## config.mk

```make
export PLATFORM = sky130hd
export DESIGN_NAME = shift_frame_loader_flat
export DESIGN_NICKNAME = d
export VERILOG_FILES = /design/src/rtl/shift_frame_loader_pkg.sv /design/src/rtl/shift_frame_loader_if.sv /design/src/rtl/shift_frame_loader_serializer.sv /design/src/rtl/shift_frame_loader.sv /design/src/flat_wrapper.sv
export SDC_FILE = /design/constraint.sdc
export NUM_CORES = 1
export LEC_CHECK = 0
export ABC_AREA = 1
export CORE_MARGIN = 3
export CORE_UTILIZATION = 40
export CTS_CLUSTER_SIZE = 8
export DETAILED_ROUTE_END_ITERATION = 8
export PLACE_DENSITY = 0.74
export SETUP_SLACK_MARGIN = 0.5
export SLEW_MARGIN = 40
export SYNTH_ARGS = -nofsm -noshare
export SYNTH_HDL_FRONTEND = slang
export SYNTH_HIERARCHICAL = 1
export SYNTH_SLANG_ARGS = --single-unit
```

## constraint.sdc

```tcl
create_clock -name clk -period 1.3 [get_ports clk]
set_input_delay 0.39 -clock clk [delete_from_list [all_inputs] [get_ports clk]]
set_output_delay 0.39 -clock clk [all_outputs]
set_load 0.05 [all_outputs]
```

## src/rtl/shift_frame_loader_pkg.sv

```systemverilog
// rtl/shift_frame_loader_pkg.sv - shared types and default sizes for the shift frame loader
// Contents:
//   ser_state_t : serialiser FSM state (IDLE, SEND)
//   CH_DEF      : default number of serial input channels
//   W_DEF       : default lane width / frame length in beats
//   DW_DEF      : default compressor result width
package shift_frame_pkg;

  typedef enum logic {
    IDLE = 1'b0,
    SEND = 1'b1
  } ser_state_t;

  localparam int CH_DEF = 12;
  localparam int W_DEF  = 12;
  localparam int DW_DEF = 16;

endpackage

```

## src/rtl/shift_frame_loader_if.sv

```systemverilog
// rtl/shift_frame_loader_if.sv - serial result stream between the loader and its sink
// Signals:
//   dst_ser       : serial result bit, LSB first
//   dst_ser_valid : dst_ser is valid this cycle
//   dst_ready     : sink accepts dst_ser this cycle
//   dst_last      : current bit is the final bit of the result
// Modports:
//   master : driven by the loader
//   slave  : driven by the sink
interface shift_frame_loader_if;

  logic dst_ser;
  logic dst_ser_valid;
  logic dst_ready;
  logic dst_last;

  modport master (
    output dst_ser,
    output dst_ser_valid,
    output dst_last,
    input  dst_ready
  );

  modport slave (
    input  dst_ser,
    input  dst_ser_valid,
    input  dst_last,
    output dst_ready
  );

endinterface

```

## src/rtl/shift_frame_loader_serializer.sv

```systemverilog
// rtl/shift_frame_loader_serializer.sv - captures a compressor result per frame and streams it out LSB first
// Ports:
//   clk, rst_n  : clock, asynchronous active-low reset
//   clear       : synchronous flush of all state
//   frame_valid : a frame completed; capture dst_in at this edge
//   dst_in      : compressor result to capture
//   ready       : sink accepts the current bit
//   ser         : current serial bit
//   ser_valid   : ser is valid
//   last        : current bit is bit DW-1
//   overrun     : sticky, a frame arrived while a transfer was still running
module result_serializer
  import shift_frame_pkg::*;
#(
  parameter int DW = DW_DEF
) (
  input  logic          clk,
  input  logic          rst_n,
  input  logic          clear,
  input  logic          frame_valid,
  input  logic [DW-1:0] dst_in,
  input  logic          ready,
  output logic          ser,
  output logic          ser_valid,
  output logic          last,
  output logic          overrun
);

  localparam int IW = (DW > 1) ? $clog2(DW) : 1;
  localparam logic [IW-1:0] LAST_IDX = IW'(DW - 1);
  localparam logic [IW-1:0] IDX_ONE  = IW'(1);

  ser_state_t    state;
  logic [DW-1:0] shadow;
  logic [IW-1:0] idx;
  logic [IW-1:0] idx_nxt;
  logic          valid_q;
  logic          last_q;
  logic          ovr_q;
  logic          hs;
  logic          final_beat;

  assign idx_nxt    = idx + IDX_ONE;
  assign hs         = valid_q & ready;
  assign final_beat = hs & (idx == LAST_IDX);

  always_ff @(posedge clk or negedge rst_n) begin
    if (!rst_n) begin
      state   <= IDLE;
      shadow  <= '0;
      idx     <= '0;
      valid_q <= 1'b0;
      last_q  <= 1'b0;
      ovr_q   <= 1'b0;
    end else if (clear) begin
      // Flush wins over any frame or handshake landing in the same cycle.
      state   <= IDLE;
      shadow  <= '0;
      idx     <= '0;
      valid_q <= 1'b0;
      last_q  <= 1'b0;
      ovr_q   <= 1'b0;
    end else if (state == IDLE) begin
      if (frame_valid) begin
        state   <= SEND;
        shadow  <= dst_in;
        idx     <= '0;
        valid_q <= 1'b1;
        last_q  <= (DW == 1);
      end
    end else begin
      if (final_beat) begin
        if (frame_valid) begin
          // Next result is ready exactly as the current one drains: chain it
          // with no idle cycle and without flagging an overrun.
          shadow  <= dst_in;
          idx     <= '0;
          last_q  <= (DW == 1);
        end else begin
          state   <= IDLE;
          shadow  <= shadow >> 1;
          idx     <= '0;
          valid_q <= 1'b0;
          last_q  <= 1'b0;
        end
      end else begin
        if (hs) begin
          shadow <= shadow >> 1;
          idx    <= idx_nxt;
          last_q <= (idx_nxt == LAST_IDX);
        end
        // Busy with an unfinished transfer: the new frame is lost.
        if (frame_valid) begin
          ovr_q <= 1'b1;
        end
      end
    end
  end

  assign ser       = shadow[0];
  assign ser_valid = valid_q;
  assign last      = last_q;
  assign overrun   = ovr_q;

endmodule

```

## src/rtl/shift_frame_loader.sv

```systemverilog
// rtl/shift_frame_loader.sv - shifts CH serial streams into W-bit lanes and serialises the compressor result
// Ports:
//   clk, rst_n  : clock, asynchronous active-low reset
//   clear       : synchronous flush of all state
//   in_valid    : qualifies src_ this cycle
//   src_        : one serial bit per channel
//   src_frame   : lane c at bits [c*W +: W], to the compressor
//   frame_valid : one-cycle pulse after the W-th accepted beat
//   dst_in      : compressor result, combinational from src_frame
//   overrun     : sticky, a frame was dropped while the serialiser was busy
//   dst         : serial result stream (master side)
module shift_frame_loader
  import shift_frame_pkg::*;
#(
  parameter int CH = CH_DEF,
  parameter int W  = W_DEF,
  parameter int DW = DW_DEF
) (
  input  logic              clk,
  input  logic              rst_n,
  input  logic              clear,
  input  logic              in_valid,
  input  logic [CH-1:0]     src_,
  output logic [CH*W-1:0]   src_frame,
  output logic              frame_valid,
  input  logic [DW-1:0]     dst_in,
  output logic              overrun,
  shift_frame_loader_if.master dst
);

  localparam int CW = $clog2(W);
  localparam logic [CW-1:0] CNT_LAST = CW'(W - 1);
  localparam logic [CW-1:0] CNT_ONE  = CW'(1);

  logic [CW-1:0] cnt;
  logic          fv_q;
  logic          ser_bit;
  logic          ser_valid;
  logic          ser_last;
  logic          ser_ovr;

  // Fill counter: W accepted beats make a frame; the pulse follows the
  // wrapping beat by one cycle so the compressor sees the completed lanes.
  always_ff @(posedge clk or negedge rst_n) begin
    if (!rst_n) begin
      cnt  <= '0;
      fv_q <= 1'b0;
    end else if (clear) begin
      cnt  <= '0;
      fv_q <= 1'b0;
    end else begin
      fv_q <= in_valid & (cnt == CNT_LAST);
      if (in_valid) begin
        cnt <= (cnt == CNT_LAST) ? '0 : cnt + CNT_ONE;
      end
    end
  end

  for (genvar c = 0; c < CH; c++) begin : g_lane
    logic [W-1:0] lane;

    always_ff @(posedge clk or negedge rst_n) begin
      if (!rst_n) begin
        lane <= '0;
      end else if (clear) begin
        lane <= '0;
      end else if (in_valid) begin
        lane <= {lane[W-2:0], src_[c]};
      end
    end

    assign src_frame[c*W +: W] = lane;
  end

  result_serializer #(
    .DW (DW)
  ) u_ser (
    .clk         (clk),
    .rst_n       (rst_n),
    .clear       (clear),
    .frame_valid (fv_q),
    .dst_in      (dst_in),
    .ready       (dst.dst_ready),
    .ser         (ser_bit),
    .ser_valid   (ser_valid),
    .last        (ser_last),
    .overrun     (ser_ovr)
  );

  assign frame_valid       = fv_q;
  assign overrun           = ser_ovr;
  assign dst.dst_ser       = ser_bit;
  assign dst.dst_ser_valid = ser_valid;
  assign dst.dst_last      = ser_last;

endmodule

```

## src/flat_wrapper.sv

```systemverilog
// flat-port wrapper written by rule: the top's interface ports become plain ports
module shift_frame_loader_flat import shift_frame_pkg::*;
#(
  parameter int CH = CH_DEF,
  parameter int W  = W_DEF,
  parameter int DW = DW_DEF
)
  (clk, rst_n, clear, in_valid, src_, src_frame, frame_valid, dst_in, overrun, dst_dst_ser, dst_dst_ser_valid, dst_dst_last, dst_dst_ready);
  shift_frame_loader_if dst_i ();
  input  logic clk;
  input  logic rst_n;
  input  logic clear;
  input  logic in_valid;
  input  logic [CH-1:0] src_;
  output logic [CH*W-1:0] src_frame;
  output logic frame_valid;
  input  logic [DW-1:0] dst_in;
  output logic overrun;
  output wire logic [$bits(dst_i.dst_ser)-1:0] dst_dst_ser;
  output wire logic [$bits(dst_i.dst_ser_valid)-1:0] dst_dst_ser_valid;
  output wire logic [$bits(dst_i.dst_last)-1:0] dst_dst_last;
  input wire logic [$bits(dst_i.dst_ready)-1:0] dst_dst_ready;
  assign dst_dst_ser = dst_i.dst_ser;
  assign dst_dst_ser_valid = dst_i.dst_ser_valid;
  assign dst_dst_last = dst_i.dst_last;
  assign dst_i.dst_ready = dst_dst_ready;
  shift_frame_loader #(.CH(CH), .W(W), .DW(DW)) u_core (.clk(clk), .rst_n(rst_n), .clear(clear), .in_valid(in_valid), .src_(src_), .src_frame(src_frame), .frame_valid(frame_valid), .dst_in(dst_in), .overrun(overrun), .dst(dst_i));
endmodule
```

======== After elaboration in Yosys (flattened, before gate mapping) ========
Index checks and enable logic that the tools add are counted.
word-level totals
  flip-flop bits (word level) ............. 173
  logic and storage cells ................. 95
  input port bits ......................... 33
  output and inout port bits .............. 149
cells by class
  mux-type cells .......................... 56
  bitwise operators ....................... 3
  add/sub/neg operators ................... 2
  equality and inequality tests ........... 7
  reduce and logical (&&, ||, !) cells .... 7
operator list
  kind                                                                      number
  12-bit 2-to-1 mux                                                         24
  16-bit 2-to-1 mux                                                         6
  4-bit 2-to-1 mux                                                          8
  1-bit 2-to-1 mux                                                          18
  4-bit == test (second input constant)                                     3
  4-bit by 1-bit adder with 4-bit output (second input constant)            2
  3-bit AND reduction                                                       2
  2-bit nonzero test                                                        3
  4-bit by 2-bit inequality test with 1-bit output (second input constant)  1
  1-bit AND                                                                 3
  3-bit by 2-bit inequality test with 1-bit output (second input constant)  1
  3-bit inequality test (second input constant)                             1
  3-bit nonzero test                                                        1
  2-bit inequality test (second input constant)                             1
  2-bit AND reduction                                                       1

======== Longest topological paths before layout ========
  depth after elaboration ................. 6
  gate-level depth with buffers ........... 9
  mapped depth without buffers ............ 8

======== Hierarchy ========
The synthesis kept the hierarchy.
by module, submodules not included
  module              sequential area each (sq um)  times used  area an instance (sq um)  cells an instance
  shift_frame_loader  3728.6                        1           5505.3                    511
  result_serializer   600.6                         1           1362.6                    188

======== Least setup slack after synthesis ========
Ideal clock, no wire load.
  path type ............................... reg2reg
  start point ............................. register u_core.u_ser.valid_q (netlist: u_core/u_ser/ser_valid)
  end point ............................... register u_core.u_ser.shadow[14]
  cell stages (with the launch flop) ...... 9
  period minus slack after synthesis ...... 1537 ps
  data arrival time ....................... 1419 ps
  buffers on the path ..................... 1
  data required time ...................... 1182 ps
  path slack .............................. -237 ps
  setup time .............................. 118 ps
  path through ............................ dfrtp_1 -> nand2_1 -> nor2_2 -> nand3_4 -> nand2_4 -> buf_6 -> nand2_1 -> nand3_1 -> nand2_1
between the ends
  longest elaborated chain between the ends .. 5
  elaborated cells between the ends (all ways) .. 7
  classes of those cells .................. 1 x eq/ne; 3 x mux; 2 x bitwise; 1 x reduce/logical
ends and longest elaborated chain
  item                      line                                 source
  start: declaration        shift_frame_loader_serializer.sv:37  logic valid_q;
  start signal: assignment  shift_frame_loader_serializer.sv:52  valid_q <= 1'b0;
  start signal: assignment  shift_frame_loader_serializer.sv:60  valid_q <= 1'b0;
  start signal: assignment  shift_frame_loader_serializer.sv:68  valid_q <= 1'b1;
  1-bit AND *               shift_frame_loader_serializer.sv:44  assign hs = valid_q & ready;
  1-bit AND                 shift_frame_loader_serializer.sv:45  assign final_beat = hs & (idx == LAST_IDX);
  16-bit 2-to-1 mux         shift_frame_loader_serializer.sv:72  if (final_beat) begin
  16-bit 2-to-1 mux         shift_frame_loader_serializer.sv:63  end else if (state == IDLE) begin
  16-bit 2-to-1 mux         shift_frame_loader_serializer.sv:55  end else if (clear) begin
  end signal: assignment    shift_frame_loader_serializer.sv:66  shadow <= dst_in;
  end signal: assignment    shift_frame_loader_serializer.sv:76  shadow <= dst_in;
  end signal: assignment    shift_frame_loader_serializer.sv:81  shadow <= shadow >> 1;
  end: declaration          shift_frame_loader_serializer.sv:34  logic [DW-1:0] shadow;
Mark *: on every way between the ends. The rest lies on a longest branch, timed or not.
A chain may end at the register's enable or synchronous reset.

======== Final worst setup path ========
  start point ............................. register u_core.u_ser.valid_q (netlist: u_core/u_ser/ser_valid)
  end point ............................... register u_core.u_ser.last_q (netlist: u_core/u_ser/last)
between the ends
  longest elaborated chain between the ends .. 5
  elaborated cells between the ends (all ways) .. 7
  classes of those cells .................. 1 x eq/ne; 3 x mux; 2 x bitwise; 1 x reduce/logical
ends and longest elaborated chain
  item                    line                                 source
  1-bit AND *             shift_frame_loader_serializer.sv:44
  1-bit AND               shift_frame_loader_serializer.sv:45
  1-bit 2-to-1 mux        shift_frame_loader_serializer.sv:72
  1-bit 2-to-1 mux        shift_frame_loader_serializer.sv:63
  1-bit 2-to-1 mux        shift_frame_loader_serializer.sv:55
  end signal: assignment  shift_frame_loader_serializer.sv:69  last_q <= (DW == 1);
  end signal: assignment  shift_frame_loader_serializer.sv:78  last_q <= (DW == 1);
  end signal: assignment  shift_frame_loader_serializer.sv:90  last_q <= (idx_nxt == LAST_IDX);
  end: declaration        shift_frame_loader_serializer.sv:38  logic last_q;
Marks and branches as above.

==> results.sh <==
export IMPL_hpwlAfterDp_um=13800
export IMPL_wl_per_cell_um=31.0
export IMPL_grt_met1_usage_pct=36.4
export IMPL_cts_tree="yes"
export IMPL_synth_cell_types=23
export IMPL_synth_area_per_cell_um2=9.83
export IMPL_insertion_delay_ps=450
export IMPL_post_place_ws_ps=-473
export IMPL_drtAntennaViolNets=0
export IMPL_setup_ws_ps=-365
export IMPL_placed_cells=1103
export IMPL_wl_um=38900
export IMPL_crit_fanout=4
export IMPL_drc=0
export IMPL_irDropWorstVdd_mv=1.04
export IMPL_core_area_um2=16700
export IMPL_final_cell_count_no_fill=1254
export IMPL_clock_skew_ps=20.6
export IMPL_firstDrtPassIters=5
export IMPL_io_pins=182
export IMPL_yosys_warnings=6
export IMPL_timing_fmax_ghz=0.601
export IMPL_crit_required_ps=1600
export IMPL_leakagePower_uw=0.00613
export IMPL_grt_pass1_vias=7489
export IMPL_area_growth_pct=126
export IMPL_fin_area_um2=15500
export IMPL_antenna_found_initial=1
export IMPL_die_w_um=137
export IMPL_r2r_start="u_core/u_ser/ser_valid"
export IMPL_nets=1059
export IMPL_htreeDepth=4
export IMPL_root_buffer="clkbuf_16"
export IMPL_drtIter0Drc=736
export IMPL_place_area_um2=11000
export IMPL_crit_path_end_kind="flip-flop"
export IMPL_worst_ep_arrival_time_ps=1960
export IMPL_vias=7558
export IMPL_gr_usage_all_layers_pct=32.3
export IMPL_num_rows=47
export IMPL_slew_viol_final=0
export IMPL_critPathLaunch="u_core/u_ser/ser_valid"
export IMPL_clkTransAtPathRegs_ps=70
export IMPL_setup_viol=173
export IMPL_cts_buffer_depth=2
export IMPL_syn_cell_area_um2=6870
export IMPL_violations="hold timing, setup timing"
export IMPL_drv_cap=0
export IMPL_power_density_nw_per_um2=853
export IMPL_worst_setup_path_type="reg -> reg"
export IMPL_ys_ff_latch=173
export IMPL_worst_slew_pin_slew_ps=329
export IMPL_drive_gt1_share_pct=70.8
export IMPL_finalHoldViolations=20
export IMPL_outcome="finished, violations left"
export IMPL_mostFrequentLayoutCell="buf_12"
export IMPL_cts_buffers=17
export IMPL_start_util_pct=41.1
export IMPL_rsz0062_at_grt="true"
export IMPL_most_common_layout_cells="buf_12, inv_1, dfrtp_2, o22ai_4, o22ai_2"
export IMPL_worstSetupStartpointType="flip-flop"
export IMPL_grt_pass1_wl_um=45100
export IMPL_synth_net_count=735
export IMPL_antennaDiodeCount=0
export IMPL_use_met2_pct=58.7
export IMPL_gp_congestion=0.822
export IMPL_hold_worst_slack_ps=-169
export IMPL_die_h_um=137
export IMPL_busiest_layer="met2"
export IMPL_hp_class="in -> async"
export IMPL_met3_usage_pct=9.60
export IMPL_fin_crit_ps=1660
export IMPL_post_route_util_pct=93.0
export IMPL_globalRoute_totalOverflow=0
export IMPL_via_per_inst=6.03
export IMPL_slew_headroom_pct=78.1
export IMPL_fin_crit_sh_pct=128
export IMPL_grt_max_degree=37
export IMPL_postSynthCellCount=699
export IMPL_numPortBuffers=181
export IMPL_yosysSeqAreaShare_pct=63.0
export IMPL_design_die_area_um2=18800
export IMPL_cts_sinks=173
[flip-flops by register name (all words and copies together), names as in the netlist]
signal and cells:
u_core/g_lane.lane 144, u_core/u_ser/shadow 16, u_core/u_ser/overrun 1, u_core/u_ser/idx 4, u_core/u_ser/ser_valid 1, u_core/u_ser/last 1, u_core/u_ser/state 1, u_core/cnt 4
u_core/frame_valid 1
[layout make-up]
| type | count | area, um^2 |
|---|---|---|
| inverters | 177 | 727 |
| flip-flops and latches | 173 | 4520 |
| clock buffers | 21 | 470 |
| repair buffers | 337 | 5800 |
| repair inverters | 1 | 20.0 |
| clock inverters | 9 | 135 |
| well taps | 220 | 275 |
| fillers | 427 | 1170 |
| multi-input cells | 316 | 3590 |
[stage by stage]
stage / TNS, ps / total power [uW]
after floorplan: -636 / 6060
after global placement: -65320 / 6610
after detailed placement: -68720 / 6630
after CTS: -18750 / 12600
after global routing: -26430 / 13500
final: -23330 / 13300
[Yosys cell counts (all sizes together)]
| library cell | n | area, um^2 |
|---|---|---|
| o22ai | 120 | 751 |
| nand2 | 88 | 348 |
| buf | 32 | 199 |
| dfrtp | 173 | 4330 |
| xnor2 | 1 | 8.76 |
| nand3 | 52 | 273 |
| o21ai | 35 | 179 |
| nand4 | 2 | 12.5 |
| a21oi | 1 | 5.00 |
| clkbuf | 6 | 22.5 |
| inv | 177 | 664 |
| ha | 3 | 37.5 |
| nor2 | 9 | 38.8 |
[report_power, final]
part	switching (uW)	internal, uW
logic	1140	1040
clock network	2390	3180
registers	74.4	5430
[kinds of logic (layout without fill, tap and decap cells)]
logic type	after synthesis	count (layout)	share of synthesized area (%)
flip-flops	173	173	63.0
XOR/XNOR	1	1	0.128
buffers and inverters	215	545	12.9
AO/OA/AOI/OAI	156	156	13.6
AND/OR/NAND/NOR	151	156	9.78
adder cells (fa/ha/maj)	3	3	0.547
[repair_timing]
action	CTS	global route
setup buffers	45	39
pin swaps	59	53
cloned	36	1
setup endpoints to repair	322	322
resized for setup	289	158
hold endpoints to repair	20	20
[worst paths after layout]
kind	end	slack [ps]	cells after the start
max in group asynchronous	u_core/g_lane[5].lane[9]	880	2
worst min-delay path	u_core/u_ser/idx[2]	-170	1
worst min register to register	u_core/u_ser/shadow[2]	500	2
min in group clk	u_core/u_ser/overrun	290	4
worst max-delay path	u_core/u_ser/last	-360	10
worst max register to register	u_core/u_ser/last	-360	10
[worst max-delay path, cell delays in order (launching register included)]
cell and delay (ps):
dfrtp_2 430, buf_6 120, buf_6 110, nand2_4 70
inv_2 60, o21ai_4 190, buf_4 160, buf_6 110
nor2_1 70, nand3_1 90, nand2_1 110
[per-layer routing]
layer	vias to the layer above	part of all wire (%)
li1	2935	-
met1	3899	34
met2	535	51
met3	189	8.4
met4	0	5.7
met5	-	0
Power figures use the tool's default switching activity.
